--- config.mk ---
export PLATFORM = sky130hd
export DESIGN_NAME = button_event_ctrl
export DESIGN_NICKNAME = d
export VERILOG_FILES = /design/src/rtl/button_event_ctrl.sv
export SDC_FILE = /design/constraint.sdc
export NUM_CORES = 1
export LEC_CHECK = 0
export BUFFER_PORTS_ARGS = -buffer_cell sky130_fd_sc_hd__buf_2
export CORE_AREA = 5 5 153 111
export DETAILED_ROUTE_END_ITERATION = 8
export DIE_AREA = 0 0 158 116
export GPL_TIMING_DRIVEN = 0
export PLACE_DENSITY = 0.8
export SYNTH_ARGS = -nofsm -noshare
export SYNTH_HDL_FRONTEND = slang
export SYNTH_SLANG_ARGS = --single-unit
--- constraint.sdc ---
create_clock -name clk -period 3.4 [get_ports clk]
set_input_delay 0.68 -clock clk [delete_from_list [all_inputs] [get_ports clk]]
set_output_delay 0.68 -clock clk [all_outputs]
set_load 0.02 [all_outputs]
--- src/rtl/button_event_ctrl.sv ---
// button_event_ctrl: debounced button levels to a queued PRESS/RELEASE/LONG/REPEAT event stream.
// Define BTN_EVT_REPEAT_EN to build the REPEAT timer in the HELD state.
module button_event_ctrl #(
  parameter int N_BTN         = 4,
  parameter int LONG_CYCLES   = 62500000,
  parameter int REPEAT_CYCLES = 25000000,
  parameter int FIFO_DEPTH    = 4
) (
  input  logic                     clk,
  input  logic                     rst_n,
  input  logic [N_BTN-1:0]         btn_db,
  output logic                     evt_valid,
  input  logic                     evt_ready,
  output logic [$clog2(N_BTN)-1:0] evt_btn,
  output logic [1:0]               evt_type,
  output logic                     ovf,
  input  logic                     ovf_clr
);
  localparam int BW = $clog2(N_BTN);
  localparam int AW = $clog2(FIFO_DEPTH);
  localparam int TW = $clog2((LONG_CYCLES > REPEAT_CYCLES ? LONG_CYCLES : REPEAT_CYCLES) + 1);
  typedef enum logic [1:0] {IDLE, PRESSED, HELD} state_t;
  typedef enum logic [1:0] {E_PRESS, E_RELEASE, E_LONG, E_REPEAT} evt_t;
  state_t         state_q [N_BTN];
  state_t         state_d [N_BTN];
  logic [TW-1:0]  timer_q [N_BTN];
  logic [TW-1:0]  timer_d [N_BTN];
  evt_t           ev_t    [N_BTN];
  evt_t           pend_t  [N_BTN];
  logic [N_BTN-1:0] ev_v, pend_v, gnt_oh, drop;
  logic [BW-1:0]  rr_ptr, gnt_idx, cand;
  logic           any_pend, grant, pop, can_push;
  logic [BW+1:0]  mem [FIFO_DEPTH];
  logic [AW-1:0]  wr_ptr, rd_ptr;
  logic [AW:0]    count;
  always_comb begin
    for (int i = 0; i < N_BTN; i++) begin
      state_d[i] = state_q[i];
      timer_d[i] = timer_q[i];
      ev_v[i]    = 1'b0;
      ev_t[i]    = E_PRESS;
      case (state_q[i])
        IDLE: if (btn_db[i]) begin
          ev_v[i]    = 1'b1;
          timer_d[i] = TW'(1);
          state_d[i] = PRESSED;
        end
        PRESSED: if (!btn_db[i]) begin
          ev_v[i]    = 1'b1;
          ev_t[i]    = E_RELEASE;
          timer_d[i] = '0;
          state_d[i] = IDLE;
        end else if (timer_q[i] == TW'(LONG_CYCLES)) begin
          ev_v[i]    = 1'b1;
          ev_t[i]    = E_LONG;
          timer_d[i] = TW'(1);
          state_d[i] = HELD;
        end else begin
          timer_d[i] = (timer_q[i] == '1) ? timer_q[i] : timer_q[i] + 1'b1;
        end
        HELD: if (!btn_db[i]) begin
          ev_v[i]    = 1'b1;
          ev_t[i]    = E_RELEASE;
          timer_d[i] = '0;
          state_d[i] = IDLE;
        end
`ifdef BTN_EVT_REPEAT_EN
        else if (timer_q[i] == TW'(REPEAT_CYCLES)) begin
          ev_v[i]    = 1'b1;
          ev_t[i]    = E_REPEAT;
          timer_d[i] = TW'(1);
        end else begin
          timer_d[i] = (timer_q[i] == '1) ? timer_q[i] : timer_q[i] + 1'b1;
        end
`else
        else begin
          timer_d[i] = timer_q[i];
        end
`endif
        default: state_d[i] = IDLE;
      endcase
    end
  end
  always_ff @(posedge clk or negedge rst_n) begin
    if (!rst_n) begin
      for (int i = 0; i < N_BTN; i++) begin
        state_q[i] <= IDLE;
        timer_q[i] <= '0;
      end
    end else begin
      for (int i = 0; i < N_BTN; i++) begin
        state_q[i] <= state_d[i];
        timer_q[i] <= timer_d[i];
      end
    end
  end
  assign pop      = evt_valid & evt_ready;
  assign can_push = (count != (AW+1)'(FIFO_DEPTH)) | pop;
  // scan downward so the lowest offset from rr_ptr wins
  always_comb begin
    any_pend = 1'b0;
    gnt_idx  = '0;
    cand     = '0;
    for (int k = N_BTN - 1; k >= 0; k--) begin
      cand = BW'((int'(rr_ptr) + k) % N_BTN);
      if (pend_v[cand]) begin
        any_pend = 1'b1;
        gnt_idx  = cand;
      end
    end
    grant = any_pend & can_push;
    for (int i = 0; i < N_BTN; i++) begin
      gnt_oh[i] = grant && (gnt_idx == BW'(i));
      drop[i]   = ev_v[i] && pend_v[i] && !gnt_oh[i];
    end
  end
  always_ff @(posedge clk or negedge rst_n) begin
    if (!rst_n) begin
      pend_v <= '0;
      for (int i = 0; i < N_BTN; i++) pend_t[i] <= E_PRESS;
      rr_ptr <= '0;
      wr_ptr <= '0;
      rd_ptr <= '0;
      count  <= '0;
      ovf    <= 1'b0;
    end else begin
      for (int i = 0; i < N_BTN; i++) begin
        if (ev_v[i] && (!pend_v[i] || gnt_oh[i])) begin
          pend_v[i] <= 1'b1;
          pend_t[i] <= ev_t[i];
        end else if (gnt_oh[i]) begin
          pend_v[i] <= 1'b0;
        end
      end
      if (grant) begin
        rr_ptr <= BW'((int'(gnt_idx) + 1) % N_BTN);
        wr_ptr <= wr_ptr + 1'b1;
      end
      if (pop) rd_ptr <= rd_ptr + 1'b1;
      count <= count + (AW+1)'(grant) - (AW+1)'(pop);
      ovf   <= (|drop) | (ovf & ~ovf_clr);
    end
  end
  always_ff @(posedge clk) begin
    if (grant) mem[wr_ptr] <= {gnt_idx, pend_t[gnt_idx]};
  end
  assign evt_valid = (count != '0);
  assign evt_btn   = evt_valid ? mem[rd_ptr][BW+1:2] : '0;
  assign evt_type  = evt_valid ? mem[rd_ptr][1:0] : 2'd0;
endmodule
* Word level (Yosys, flattened, before mapping) *
Memory sizes are Yosys's and may differ from the RTL's.
Index checks and enable logic that the tools add are counted.

word-level totals
  bits of input ports = 8
  logic and storage cells = 244
  memories = 1
  register bits after elaboration = 134
  bits in writable memories = 16
  output and inout port bits = 6

memory list
  memory  depth  width  rd ports  clocked after Yosys merged registers in  wr ports  line  source
  mem     4      4      1         0                                        1         33    logic [BW+1:0] mem [FIFO_DEPTH];

cells by class
  $add $sub $neg = 12
  order comparisons = 5
  bitwise gates (word level) = 7
  reductions and logical operators = 51
  equal/unequal tests = 36
  mux-type cells = 111

operator list
  operator                                                              count
  26-bit 2-to-1 mux                                                     20
  26-bit one-hot mux with 3 select lines                                4
  26-bit == test, second input constant                                 8
  26-bit by 1-bit adder with 26-bit output, second input constant       4
  2-bit 2-to-1 mux                                                      32
  1-bit 2-to-1 mux                                                      38
  2-bit one-hot mux with 3 select lines                                 4
  1-bit logical AND                                                     16
  2-bit inequality test, second input constant                          8
  4-bit inequality test, second input constant                          4
  2-bit one-hot mux with 2 select lines                                 4
  4-bit AND reduction                                                   4
  3-bit inequality test, second input constant                          5
  3-bit nonzero test                                                    5
  2-bit == test, second input constant                                  6
  2-bit by 3-bit < comparator with 1-bit output, second input constant  4
  1-bit one-hot mux with 3 select lines                                 4
  3-bit AND reduction                                                   4
  2-bit by 1-bit == test with 1-bit output, second input constant       5
  2-bit logical NOT                                                     5
  2-bit by 1-bit adder with 2-bit output, second input constant         4
  1-bit binary-select mux with 2-bit select                             4
  1-bit logical NOT                                                     8
  2-bit nonzero test                                                    4
  other kinds (11)                                                      18

* Longest topological paths before layout *
Gate-level depths: netlist of run 1.

  depth after elaboration = 13
  gate-level depth with buffers = 10
  gate-level depth less buffers = 10

* Worst setup path after synthesis of run 1 *
No wires, ideal clock.

  path kind = register to register
  start = reg rr_ptr[1]
  end = reg pend_t[0] (netlist bit)
  required time = 3,272 ps
  period minus slack after synthesis = 2,458 ps
  arrival = 2,330 ps
  cell stages (with the launch flop) = 9
  buffers on the path = 0
  setup time = 128 ps
  path slack = 942 ps
  cells stage by stage = dfrtp_1 > nand2b_1 > and3_1 > a311oi_2 > ha_1 > nand2_1 > and2_1 > nor3_2 > mux2_1

between the ends
  word-level cells in the longest chain between the ends = 11
  elaborated cells between the ends (all ways) = 24
  those cells by class = add/sub (3); eq/ne (1); mux (16); bitwise (1); reduce/logical (3)

ends and longest elaborated chain
  element                                    line  source
  start, declared                            31    logic [BW-1:0] rr_ptr, gnt_idx, cand;
  start signal, assigned                     136   rr_ptr <= BW'((int'(gnt_idx) + 1) % N_BTN);
  2-bit adder                                105   cand = BW'((int'(rr_ptr) + k) % N_BTN);
  1-bit binary-select mux with 2-bit select  106   if (pend_v[cand]) begin
  1-bit 2-to-1 mux (implied by the code)     106
  2-bit 2-to-1 mux (3 in a row)              106
  2-bit 2-to-1 mux *                         106
  net gnt_idx[0]                             31
  2-bit == test *                            113   gnt_oh[i] = grant && (gnt_idx == BW'(i));
  1-bit logical AND *                        113
  1-bit logical OR *                         128   if (ev_v[i] && (!pend_v[i] || gnt_oh[i])) begin
  1-bit logical AND *                        128
  end signal, assigned by index              130   pend_t[i] <= ev_t[i];
  end, declared                              29    evt_t pend_t [N_BTN];

Mark *: on every way through the listed nets, which the timed path passes. The rest lies on a longest branch. The select of a mux whose other input is x is not followed.
A chain may end at the register's enable or synchronous reset.

* Worst setup path in the final report of run 1 *
Ends and elaborated chain as after synthesis.

==> results.md, run 1 <==
* Vias in the first global route at 7,287
* Sequential fraction of the synthesis area at 0.424
* Worst R2R Start: rr_ptr[1]
* Max-cap violations at 0
* Worst-path clk slew at 60 ps
* # port buffers at 11
* Max Slew Vio Count at 0
* Synth Net Count at 1,045
* YS warnings at 0
* Clock Latency Late Sink at 430 ps
* Top-level port count at 14
* Post-DP HPWL at 14.8 mm
* Yosys cell types at 79
* Clock power frac at 0.297
* Yosys reg bits at 150
* Detail Route Antenna Nets at 0
* Antenna diodes at 0
* Tot GR Track Use at 0.248
* Peak supply drop at 0.368 mV
* WL final at 21.2 mm
* Endpoint class of the critical path: flop
* Max incr delay on CP at 920 ps
* RePlAce Congestion at 0.953
* Status: finished clean
* Skew final at 10.3 ps
* Area contributors post-synth: dfrtp_1 (37%), o21ai_0 (5.7%), edfxtp_1 (5.3%), ha_1 (5.1%), nand2_1 (4.6%)
* NumNets Final at 1,076
* Syn avg cell area at 9.05 sq um
* Rel. slew slack at 0.266
* Post-synth top area share at 0.371
* Top Usage Layer GRT: met1
* Synthesized cell area at 9040 sq um
* Crit path launch: rr_ptr[1]
* Switching power at 2.25 mW
* Crit path required time at 3710 ps
* Hold Fails Final Rpt at 0
* Final Power at 6.26 mW
* Initial Util at 0.593
* Top cells by count, synth: dfrtp_1 (134), nand2_1 (111), o21ai_0 (103)
* Cell Pwr Density at 629 nW/um^2
* Maximum fanout along the worst path at 14
* GR Util met3 at 0.0560
* Syn Inst Count at 999
* DRT Pass-1 Iters at 5
* Largest net degree at the start of global routing at 99
* CTS Buf Count at 17
* Via Count at 7,863
* Met2 Use GR at 0.348
* Area growth, synth to finish at 10.1%
* Die width at 158 um
* First-pass GRT wire length at 36.8 mm
* Asr flop ratio synth at 0.893
* Setup Buffers After CTS at 0
* Critical path cell sequence: nand2b_1 -> and3_1 -> a311oi_2 -> ha_1 -> nand2_1 -> and2_1 -> nor3_2 -> mux2_1
* Post-route clock period utilization at 0.847
* TritonCTS clock tree: done
* DRT iter0 DRCs at 888
* Die footprint at 18,300 sq um
* Clock sinks at 150
* Static Leak at 4.05 nW
* Logic pwr share at 0.327
* CTS Root Cell: clkbuf_16
* Post-CTS sizing at 0
* H-tree depth at 4
* Hold-fix buffers, CTS at 0
* GR Util met1 at 0.388
* Ratio of cells with drive above 1 in the final layout at 0.0978
* Initial antenna violation count at 1
* Post-route minimum period at 2880 ps
* Type of the most critical hold path: primary input to asynchronous set/reset pin
* Buf/Inv on CP at 0
* RSZ-0062 raised after global routing: no
* Most frequent cell after synthesis: dfrtp_1
* Fmax achieved at 0.347 GHz
* Net Sw Frac at 0.360
* Die height at 116 um
* Largest delay share family, worst path: compound AO/OA/AOI/OAI gates
* Crit Path Class: flop to flop
* Total negative setup slack at 0 ps
* Setup Viol. Count Final at 0
* Leading area contributor after synthesis: dfrtp_1
* Std cell rows at 38
* Post-synth EDFFs at 16
* Flop pwr share at 0.376
* DRC errors left at 0
* Dominant synthesized flop cell: dfrtp_1
* Maximum clock path buffer count at 2
* Vias per cell at 6.33
* Slowest cell on crit path: a311oi_2
* Global route total overflow at 0
* CP startpoint kind: flop
* WP data arrival at 3190 ps
* Slew @ Worst Pin at 1100 ps
* Core area at 15,300 sq um
* Wire per inst at 17.0 um
* Internal at 4.01 mW
per-layer routing:
metal,vias up,wire length (um)
met4,2,287
met5,-,11
li1,3763,-
met1,3781,10600
met3,30,1530
met2,287,8730
layout by cell type (no fill, tap or decap), drive strengths merged, types with 6 or more instances in the layout:
master	synthesis	routed
nor4	18	18
o41ai	11	11
nor4b	8	8
mux2i	6	6
a31oi	22	22
nor2	69	69
o21ai	106	106
nor3b	6	6
inv	40	40
edfxtp	16	16
ha	37	37
nor3	20	20
and3	19	19
or2	10	10
dfrtp	134	134
or3	7	7
nand3	57	57
nor2b	17	17
clkbuf	19	39
and2	19	19
o31ai	45	45
buf	19	31
a21oi	44	44
nand2	111	111
nand2b	9	9
xnor2	12	12
nand4	37	37
mux2	6	6
registers in the layout, summed over array words and instances (netlist names):
register  cells
timer_q     104
mem          16
rd_ptr        2
pend_t        8
count         3
wr_ptr        2
state_q       8
rr_ptr        2
pend_v        4
ovf           1
path summary, 6_finish.rpt:
check                                   end  slack, ps  cells past startpoint
worst max-delay path              pend_t[0]        520                      8
worst min-delay path            timer_q[60]        140                      1
worst max register to register    pend_t[0]        520                      8
worst min register to register  timer_q[51]        480                      1
max in group asynchronous        state_q[0]       2450                      2
min in group clk                timer_q[51]        480                      1
area by class of cell:
type / instances / area [sq um]
Clock buffer: 20 / 447
Fill cell: 1182 / 5300
Sequential cell: 150 / 3830
Clock inverter: 12 / 130
Timing Repair Buffer: 12 / 88.8
Inverter: 40 / 150
Multi-Input combinational cell: 771 / 4890
Tap cell: 200 / 250
Buffer: 38 / 174
power groups by stage:
stage,Sequential [mW],Combinational (mW),Clock [mW]
after global placement,2.36,1.94,0
after floorplan,2.31,1.51,0
final,2.35,2.05,1.86
after global routing,2.38,2.33,1.98
after CTS,2.35,2.05,1.89
after detailed placement,2.38,2.03,0
logic make-up after synthesis:
logic type,after synthesis,synth area share
multiplexers,16,0.0241
XOR/XNOR,17,0.0165
flip-flops,150,0.424
AO/OA/AOI/OAI,274,0.193
buffers and inverters,78,0.0358
adder cells (fa/ha/maj),38,0.0534
AND/OR/NAND/NOR,426,0.254
per-stage QoR:
step | instances | util | cell area, sq um | setup WS, ps | hold WS [ps]
6_report | 1243 | 0.653 | 9960 | 519 | 145
5_1_grt | 1243 | 0.653 | 9960 | 276 | 169
4_1_cts | 1243 | 0.653 | 9960 | 511 | 149
3_5_place_dp | 1211 | 0.615 | 9380 | 520 | 467
3_3_place_gp | 1210 | 0.613 | 9350 | -250 | 473
2_1_floorplan | 999 | - | 9040 | 942 | 384
Note: power is estimated with default switching activity, not from simulation.
==> run 2, diff against run 1 <==
- clock period: 3.4 -> 2.75 ns (I/O delays scaled with it)
==> results.md, run 2 (synthesized netlist as in run 1, its figures left out) <==
* Most flop-heavy register: timer_q
* Maximum clock path buffer count at 2
* Initial Util at 0.593
* Core area at 15,300 sq um
* Internal at 5.05 mW
* Switching power at 2.83 mW
* Worst R2R Path Depth at 9
* TritonCTS clock tree: done
* CTS Buf Count at 17
* Post-DP HPWL at 14.8 mm
* Max Slew Vio Count at 0
* Critical path cell sequence: inv_1 -> ha_1 -> mux2i_1 -> nand2b_1 -> a31oi_2 -> clkbuf_1 -> o21ai_0 -> nand2_1 -> o21ai_0
* Commonest non-fill, non-tap cell in the layout: dfrtp_1
* Ratio of cells with drive above 1 in the final layout at 0.103
* Vias in the first global route at 7,282
* H-tree depth at 4
* Biggest regs: timer_q x104, mem x16
* Net Sw Frac at 0.359
* Slew @ Worst Pin at 764 ps
* Hold Fails Final Rpt at 0
* Crit path required time at 3040 ps
* Most used cell, CP: o21ai_0
* Die footprint at 18,300 sq um
* Max reg flops at 104
* Antenna diodes at 0
* Area growth, synth to finish at 10.8%
* Status: finished clean
* Skew final at 12.1 ps
* Cell Pwr Density at 787 nW/um^2
* Die height at 116 um
* Wire per inst at 17.2 um
* Slowest cell on crit path: clkbuf_1
* # port buffers at 11
* Endpoint class of the critical path: flop
* Clock Latency Late Sink at 430 ps
* Largest net degree at the start of global routing at 99
* Post-route clock period utilization at 0.937
* Worst-path clk slew at 60 ps
* Peak supply drop at 0.455 mV
* Maximum fanout along the worst path at 10
* Finished Layout Cells at 1,248
* Commonest cells after routing, fill and taps aside: dfrtp_1 (134), nand2_1 (111), o21ai_0 (103), nor2_1 (67), nand3_1 (55)
* Fmax achieved at 0.388 GHz
* WP data arrival at 2860 ps
* Buf/Inv on CP at 2
* WL final at 21.4 mm
* Std cell rows at 38
* Hold_ws at 19.2 ps
* Max incr delay on CP at 450 ps
* Static Leak at 4.08 nW
* Largest delay share family, worst path: compound AO/OA/AOI/OAI gates
* Rel. slew slack at 0.486
* Setup Viol. Count Final at 0
* Tot GR Track Use at 0.248
* Type of the most critical hold path: primary input to asynchronous set/reset pin
* DRT iter0 DRCs at 928
* Clock power frac at 0.292
* DRC errors left at 0
* First-pass GRT wire length at 36.7 mm
* Placed cells at 1,211
* CTS Root Cell: clkbuf_16
* DRT Pass-1 Iters at 5
* Logic pwr share at 0.339
* NumNets Final at 1,081
* Clock sinks at 150
* Post-route minimum period at 2580 ps
* Flop pwr share at 0.370
* Max-cap violations at 0
* Total negative setup slack at 0 ps
* RePlAce Congestion at 0.953
* Worst R2R Start: state_q[4]
* Reg-to-reg slack, setup at 170 ps
* Global route total overflow at 0
* Top-level port count at 14
* RSZ-0062 raised after global routing: yes
* Vias per cell at 6.36
* Detail Route Antenna Nets at 0
* Crit Path Class: flop to flop
* Reg2reg end: timer_q[68]
* Hold-fix buffers, CTS at 0
* Fin util at 0.656
* Initial antenna violation count at 1
* Die width at 158 um
* CP startpoint kind: flop
* Via Count at 7,932
-- run 2: layout make-up --
type                    count  area, sq um
plain buffers              38          174
clock buffers              20          447
clock inverters            12          130
fillers                  1172         5250
inverters                  40          150
multi-input cells         771         4900
flip-flops and latches    150         3830
well taps                 200          250
repair buffers             17          126
-- run 2: worst max-delay path by stage --
stage,startpoint,to,slack [ps],cells past startpoint
after floorplan,rr_ptr[1],pend_t[0],290,8
after global placement,rst_n,rd_ptr[1],-770,1
after detailed placement,rr_ptr[1],pend_t[0],-130,8
after CTS,rr_ptr[1],pend_t[0],90,8
after global routing,state_q[4],timer_q[56],-50,9
final,state_q[4],timer_q[68],170,9
-- run 2: through the flow --
| stage | power (mW) | setup slack [ps] | cell area [sq um] |
|---|---|---|---|
| after floorplan | 4.73 | 292 | 9040 |
| after global placement | 5.31 | -770 | 9350 |
| after detailed placement | 5.45 | -130 | 9380 |
| after CTS | 7.80 | 89.5 | 9970 |
| after global routing | 8.40 | -51.7 | 10000 |
| final | 7.88 | 172 | 10000 |
-- run 2: what timing repair did --
item,in CTS,in global routing
buffers inserted,0,5
setup endpoints to repair,2,9
gates resized for setup,1,2
pin swaps,0,1
-- run 2: layer usage --
layer | wire length, um | share of wire | up-vias | GRT usage
met5 | 11 | 0.00051 | - | 0
met4 | 225 | 0.011 | 2 | 0.0619
met3 | 1610 | 0.075 | 27 | 0.0560
met2 | 8940 | 0.42 | 323 | 0.348
met1 | 10600 | 0.50 | 3803 | 0.388
li1 | - | - | 3777 | -
-- run 2: power groups by stage --
stage | Sequential [mW] | Combinational [mW] | Clock [mW]
finish | 2.91 | 2.67 | 2.30
global placement | 2.92 | 2.40 | 0
floorplan | 2.86 | 1.87 | 0
CTS | 2.91 | 2.55 | 2.34
detailed placement | 2.94 | 2.51 | 0
global route | 2.95 | 3.00 | 2.44
==> run 3, diff against run 2 <==
- CTS_BUF_LIST: not set -> sky130_fd_sc_hd__clkbuf_4
- REMOVE_ABC_BUFFERS: not set -> 1
==> results.md, run 3 (synthesized netlist as in run 1, its figures left out) <==
* Status: finished clean
* CP startpoint kind: flop
* Die width at 158 um
* DRC errors left at 0
* H-tree depth at 4
* CTS Buf Count at 17
* DRT iter0 DRCs at 838
* Most flop-heavy register: timer_q
* Commonest non-fill, non-tap cell in the layout: dfrtp_1
* Vias per cell at 6.37
* Setup Viol. Count Final at 0
* CTS Root Cell: clkbuf_4
* Post-route clock period utilization at 0.932
* Clock Latency Late Sink at 590 ps
* TritonCTS clock tree: done
* Rel. slew slack at 0.384
* Std cell rows at 38
* WL final at 20.7 mm
* Die footprint at 18,300 sq um
* Cell Pwr Density at 719 nW/um^2
* Top-level port count at 14
* Placed cells at 1,175
* Max Slew Vio Count at 0
* Static Leak at 3.94 nW
* Slew @ Worst Pin at 925 ps
* Die height at 116 um
* Ratio of cells with drive above 1 in the final layout at 0.105
* Area growth, synth to finish at 8.07%
* Crit Path Class: flop to flop
* NumNets Final at 1,057
* Global route total overflow at 0
* Worst-path clk slew at 130 ps
* Largest net degree at the start of global routing at 74
* Maximum clock path buffer count at 2
* RePlAce Congestion at 0.906
* Fmax achieved at 0.390 GHz
* Hold Fails Final Rpt at 0
* Crit path required time at 3240 ps
* Min-Delay Path Depth at 2
* Max-cap violations at 0
* Endpoint class of the critical path: flop
* Finished Layout Cells at 1,225
* # port buffers at 13
* Post-DP HPWL at 13.8 mm
* Type of the most critical hold path: primary input to flop
* Via Count at 7,805
* First-pass GRT wire length at 35.1 mm
* Peak supply drop at 0.322 mV
* Biggest regs: timer_q x104, mem x16
* Worst R2R Start: timer_q[27]
* Total negative setup slack at 0 ps
* WP data arrival at 3050 ps
* Core area at 15,300 sq um
* RSZ-0062 raised after global routing: no
* Worst min-delay path endpoint: state_q[1]
* DRT Pass-1 Iters at 6
* Vias in the first global route at 7,153
* Reg-to-reg slack, setup at 190 ps
* Hold path startpoint: btn_db[3]
* Maximum fanout along the worst path at 18
* Final worst-path setup slack at 186 ps
* Clock sinks at 150
* Initial antenna violation count at 1
* Detail Route Antenna Nets at 0
* Worst slack at placement at -393 ps
* Worst R2R Path Depth at 6
* Max reg flops at 104
* Commonest cells after routing, fill and taps aside: dfrtp_1 (134), nand2_1 (109), o21ai_0 (103), nor2_1 (66), nand3_1 (55)
* Reg2reg end: timer_q[32]
* Hold_ws at 286 ps
* Wire per inst at 16.9 um
* Final Power at 7.03 mW
* Tot GR Track Use at 0.234
* Post-route minimum period at 2560 ps
* Initial Util at 0.593
* Skew final at 17.1 ps
run 3: routing by layer:
| layer | routed length, um | track usage | up-vias | part of all wire |
|---|---|---|---|---|
| li1 | - | - | 3747 | - |
| met1 | 10100 | 0.353 | 3781 | 0.49 |
| met2 | 9040 | 0.348 | 245 | 0.44 |
| met3 | 1210 | 0.0381 | 32 | 0.058 |
| met4 | 328 | 0.0739 | 0 | 0.016 |
| met5 | 0 | 0 | - | 0 |
run 3: layout make-up:
type                       count  area (sq um)
sequential                   150          3830
tap                          200           250
inverter                      40           150
clock buffer                  17           128
antenna                        1          2.50
clock inverter                15           160
fill                        1249          5490
timing repair buffer          30           234
multi-input combinational    772          5010
run 3: worst max-delay path by stage:
stage,start,end,slack [ps],cells past startpoint
floorplan,timer_q[0],timer_q[20],220,8
global placement,rst_n,timer_q[16],-770,1
detailed placement,btn_db[2],timer_q[45],-390,6
CTS,state_q[4],timer_q[75],8,7
global route,timer_q[35],timer_q[45],40,6
finish,timer_q[27],timer_q[32],190,6
run 3: through the flow:
stage | utilization | instance area, sq um
after floorplan | - | 8870
final | 0.640 | 9770
after global routing | 0.640 | 9770
after detailed placement | 0.605 | 9240
after CTS | 0.628 | 9580
after global placement | 0.602 | 9190
run 3: timing repair:
action                                  4_1_cts  5_1_grt
pin swaps                                     1        4
hold buffers                                  1        0
gates resized for setup                       6       13
hold endpoints to repair                     61        0
cloned                                        1        0
setup buffers                                 0       15
endpoints found under the setup margin       54       77
run 3: worst max-delay path, cell delays in order, from the launching register on:
cell	delay (ps)
dfrtp_1	430
ha_1	260
nand4_1	200
nor4_4	620
a41o_2	510
nor2_1	140
a32o_1	310
run 3: report_power, final:
part	internal (mW)	switching (mW)	total (mW)
Sequential	2.64	0.274	2.92
Combinational	1.07	1.58	2.65
Clock	0.617	0.842	1.46
Total	4.34	2.69	7.03
